File: config.mk
export PLATFORM = sky130hd
export DESIGN_NAME = accumulator_reg_flat
export DESIGN_NICKNAME = d
export VERILOG_FILES = /design/src/rtl/accumulator_reg_if.sv /design/src/rtl/accumulator_reg.sv /design/src/flat_wrapper.sv
export SDC_FILE = /design/constraint.sdc
export NUM_CORES = 1
export LEC_CHECK = 0
export ABC_CLOCK_PERIOD_IN_PS = 1140
export BUFFER_PORTS_ARGS = -buffer_cell sky130_fd_sc_hd__buf_2
export CORE_AREA = 4 4 43 45
export CTS_CLUSTER_SIZE = 28
export DETAILED_ROUTE_END_ITERATION = 12
export DIE_AREA = 0 0 47 49
export GPL_TIMING_DRIVEN = 1
export PLACE_DENSITY = 0.76
export SYNTH_ARGS = -nofsm -noshare
export SYNTH_HDL_FRONTEND = slang
export SYNTH_SLANG_ARGS = --single-unit
File: constraint.sdc
create_clock -name clk -period 1.14 [get_ports clk]
set_input_delay 0.057 -clock clk [delete_from_list [all_inputs] [get_ports clk]]
set_output_delay 0.057 -clock clk [all_outputs]
set_load 0.005 [all_outputs]
File: src/rtl/accumulator_reg_if.sv
// ---------------------------------------------------------------------------
// accumulator_reg_if
//
// Purpose:
//   Bundles the datapath-facing signals of the CPU accumulator register.
//   The ALU/bus result path drives the load request. The ALU operand A
//   path reads the register contents back.
//
// Signals:
//   acc_enable  1      load enable, sampled on the register's rising clk edge
//   data_in     WIDTH  word to load
//   data_out    WIDTH  current register contents (registered)
//
// Modports:
//   master  the datapath side: drives acc_enable/data_in, reads data_out
//   slave   the register itself: reads acc_enable/data_in, drives data_out
// ---------------------------------------------------------------------------
interface accumulator_reg_if #(
  parameter int WIDTH = 16
);

  logic             acc_enable;
  logic [WIDTH-1:0] data_in;
  logic [WIDTH-1:0] data_out;

  modport master (
    output acc_enable,
    output data_in,
    input  data_out
  );

  modport slave (
    input  acc_enable,
    input  data_in,
    output data_out
  );

endinterface

File: src/rtl/accumulator_reg.sv
// ---------------------------------------------------------------------------
// accumulator_reg
//
// Purpose:
//   CPU accumulator register. Holds one data word that the datapath reads
//   continuously. On a rising clk edge with acc_enable high, the register
//   captures data_in verbatim. Otherwise it holds its value. It never
//   modifies the word; any arithmetic happens upstream in the ALU.
//
// Parameters:
//   WIDTH        data word width in bits (CPU build uses 16)
//   RESET_VALUE  value forced onto the register while reset is asserted
//
// Ports:
//   clk    input   single clock; all state updates on the rising edge
//   reset  input   asynchronous, active-low reset (0 = reset asserted)
//   bus    slave   accumulator_reg_if carrying acc_enable, data_in, data_out
// ---------------------------------------------------------------------------
module accumulator_reg #(
  parameter int               WIDTH       = 16,
  parameter logic [WIDTH-1:0] RESET_VALUE = '0
) (
  input  logic              clk,
  input  logic              reset,
  accumulator_reg_if.slave  bus
);

  logic [WIDTH-1:0] acc_q;

  // Reset is in the sensitivity list, so asserting it clears the register
  // right away, with no clock edge needed. When reset falls in the same
  // time step as an enabled clock edge, the reset branch is evaluated last
  // or takes priority. Either way, the in-flight load is discarded.
  always_ff @(posedge clk or negedge reset) begin
    if (!reset) begin
      acc_q <= RESET_VALUE;
    end else if (bus.acc_enable) begin
      acc_q <= bus.data_in;
    end
  end

  // The output comes straight from the flop, so data_in has no
  // combinational path to operand A.
  assign bus.data_out = acc_q;

endmodule

File: src/flat_wrapper.sv
// flat-port wrapper written by rule: the top's interface ports become plain ports
module accumulator_reg_flat 
#(
  parameter int               WIDTH       = 16,
  parameter logic [WIDTH-1:0] RESET_VALUE = '0
)
  (clk, reset, bus_acc_enable, bus_data_in, bus_data_out);
  accumulator_reg_if #(.WIDTH(WIDTH)) bus_i ();
  input  logic clk;
  input  logic reset;
  input wire logic [$bits(bus_i.acc_enable)-1:0] bus_acc_enable;
  input wire logic [$bits(bus_i.data_in)-1:0] bus_data_in;
  output wire logic [$bits(bus_i.data_out)-1:0] bus_data_out;
  assign bus_i.acc_enable = bus_acc_enable;
  assign bus_i.data_in = bus_data_in;
  assign bus_data_out = bus_i.data_out;
  accumulator_reg #(.WIDTH(WIDTH), .RESET_VALUE(RESET_VALUE)) u_core (.clk(clk), .reset(reset), .bus(bus_i));
endmodule
==> results.sh <==
export IMPL_status="completed"
export IMPL_pre_cts_slack_ns=0.186
export IMPL_cp_required_ns=1.08
export IMPL_area_growth_pct=39.3
export IMPL_crit_type="reg2out"
export IMPL_clock_sinks=16
export IMPL_synth_ff_type="dfrtp_1"
export IMPL_place_congestion=0.687
export IMPL_synth_top_cells_by_count="16 x dfrtp_1, 10 x mux2_4, 6 x mux2_2"
export IMPL_worst_setup_path_end_kind="primary output"
export IMPL_synth_seq_cells=16
export IMPL_drt_wl_total_mm=1.24
export IMPL_cp_max_fo=2
export IMPL_dieArea_um2=2300
export IMPL_grt_overflow_total=0
export IMPL_p_leak_nw=0.473
export IMPL_initial_utilization_pct=44.1
export IMPL_dp_cells=82
export IMPL_grt_max_degree=17
export IMPL_fmax_mhz=1180
export IMPL_top_usage_layer="met2"
export IMPL_synth_top_area_share_pct=61.7
export IMPL_path_clk_slew_ns=0.09
export IMPL_synth_xor_area_share_pct=0
export IMPL_r2r_slack_ns=0.37
export IMPL_powerDensity_nw_per_um2=1350
export IMPL_hold_path_class="in2reg"
export IMPL_clock_path_buffers=2
export IMPL_critPathLaunchType="register"
export IMPL_max_cap_viol_count=0
export IMPL_yosysMostFrequentCell="dfrtp_1"
export IMPL_hold_viol=0
export IMPL_drive_gt1_share_pct=71.1
export IMPL_tightest_slew_ns=0.444
export IMPL_cts_inserted_buffers=3
export IMPL_first_global_vias=439
export IMPL_muxShareOfSynthArea_pct=33.5
export IMPL_fp_dieW_um=47
export IMPL_cts_resized=0
export IMPL_synth_top_family_by_area="multiplexers"
export IMPL_yosys_warnings=0
export IMPL_syn_area_per_cell_um2=19.1
export IMPL_critPathSlowestCell="dfrtp_1"
export IMPL_vias=429
export IMPL_cts_root_buf="clkbuf_4"
export IMPL_core_area_um2=1470
export IMPL_synth_simple_gate_area_share_pct=0
export IMPL_fin_cells=92
export IMPL_num_antenna_cells=0
export IMPL_path_buf_inv=1
export IMPL_slew_limit_headroom_pct=70.4
export IMPL_grt_pass1_wl_mm=1.91
export IMPL_antenna_found_initial=0
export IMPL_die_h_um=49
export IMPL_syn_area_um2=649
export IMPL_yosysTopAreaCell="dfrtp_1"
export IMPL_min_period_ns=0.850
export IMPL_fin_setup_tns_ns=0
export IMPL_rsz0062_at_grt="no"
export IMPL_wire_per_inst_um=13.5
export IMPL_ys_top_cells_by_area="dfrtp_1 62%, mux2_4 23%, mux2_2 10%"
export IMPL_peakVddDrop_uv=883
export IMPL_slowest_delay_ns=0.39
export IMPL_seq_area_frac_synth_pct=61.7
export IMPL_fillers=133
export IMPL_synthAdderAreaFrac_pct=0
export IMPL_grt_met2_usage_pct=17.6
export IMPL_arrival_ns=0.79
export IMPL_worstPathCellList="buf_2"
export IMPL_final_max_slew_viol_count=0
export IMPL_synth_net_count=53
export IMPL_synth_edf_count=0
export IMPL_met3_usage_pct=2.21
export IMPL_fin_crit_sh_pct=74.6
export IMPL_synth_compound_area_share_pct=0
export IMPL_ant_nets=0
export IMPL_dr_pass1_iters=4
export IMPL_fin_skew_ns=0
export IMPL_nets=96
export IMPL_yosysUniqueCellTypes=5
export IMPL_cts_setup_buffers=0
export IMPL_post_route_drc_count=0
export IMPL_grt_use_total_pct=11.0
export IMPL_io_buffers=34
export IMPL_syn_inst=34
export IMPL_h_tree_depth=1
export IMPL_cts_tree="done"
export IMPL_vias_per_cell=4.66
export IMPL_setup_violations=0
export IMPL_async_flop_share_pct=100
export IMPL_grt_use_met1_pct=14.2
export IMPL_critPathTopFamily="flip-flops"
export IMPL_largest_reg_flops=16
export IMPL_setup_ws_ns=0.290
export IMPL_insertion_delay_ns=0.27
export IMPL_drtIter0Drc=3
export IMPL_pin_count=35
export IMPL_rows=14
[final timing paths]
kind | from | to | depth (start not counted)
worst max-delay path | u_core.bus.data_out[15] | bus_data_out[15] | 1
worst min-delay path | bus_data_in[15] | u_core.bus.data_out[15] | 2
worst max register to register | u_core.bus.data_out[5] | u_core.bus.data_out[5] | 1
worst min register to register | u_core.bus.data_out[14] | u_core.bus.data_out[14] | 1
max in group asynchronous | reset | u_core.bus.data_out[8] | 2
min in group asynchronous | reset | u_core.bus.data_out[3] | 2
[cell usage in the layout (no fill, tap or decap)]
master         synthesis  final
buf_2                  0     34
clkbuf_4               0      3
clkbuf_8               0      1
dfrtp_1               16     16
dlygate4sd3_1          0      6
mux2_2                 6      6
mux2_4                10     10
[stage by stage]
stage	hold WS (ns)	area [um2]	power, mW	utilization, %
2_1_floorplan	-0.239	649	0.771	-
3_3_place_gp	-0.0201	808	0.863	54.9
3_5_place_dp	-0.0151	808	0.869	54.9
4_1_cts	0.000418	865	1.23	58.8
5_1_grt	0.000129	905	1.29	61.5
6_report	0.00901	905	1.22	61.5
[area by class of cell]
cell class                      count  area, um2  area share [%]
Timing Repair Buffer               40        230            25.4
Clock buffer                        4       36.3            4.01
Sequential cell                    16        400            44.3
Tap cell                           16       20.0            2.21
Multi-Input combinational cell     16        218            24.1
[what timing repair did]
item | CTS | global route
endpoints found under the setup margin | 0 | 0
hold buffers | 2 | 4
endpoints found under the hold margin | 17 | 4
[metal layers]
layer  vias up  part of all wire (%)
met5         -                     0
met4         0                  0.57
met3         2                   7.7
met2        18                    50
met1       207                    42
li1        202                     -
[power by group]
group	total, mW	switching (mW)	internal, mW
clock	0.353	0.159	0.194
sequential	0.652	0.0286	0.624
combinational	0.217	0.0747	0.142
[kinds of logic after synthesis]
kind of cell           count (synthesis)
buffers and inverters                  2
DFF                                   16
muxes                                 16
No activity file was read; power rests on OpenSTA's default activity.
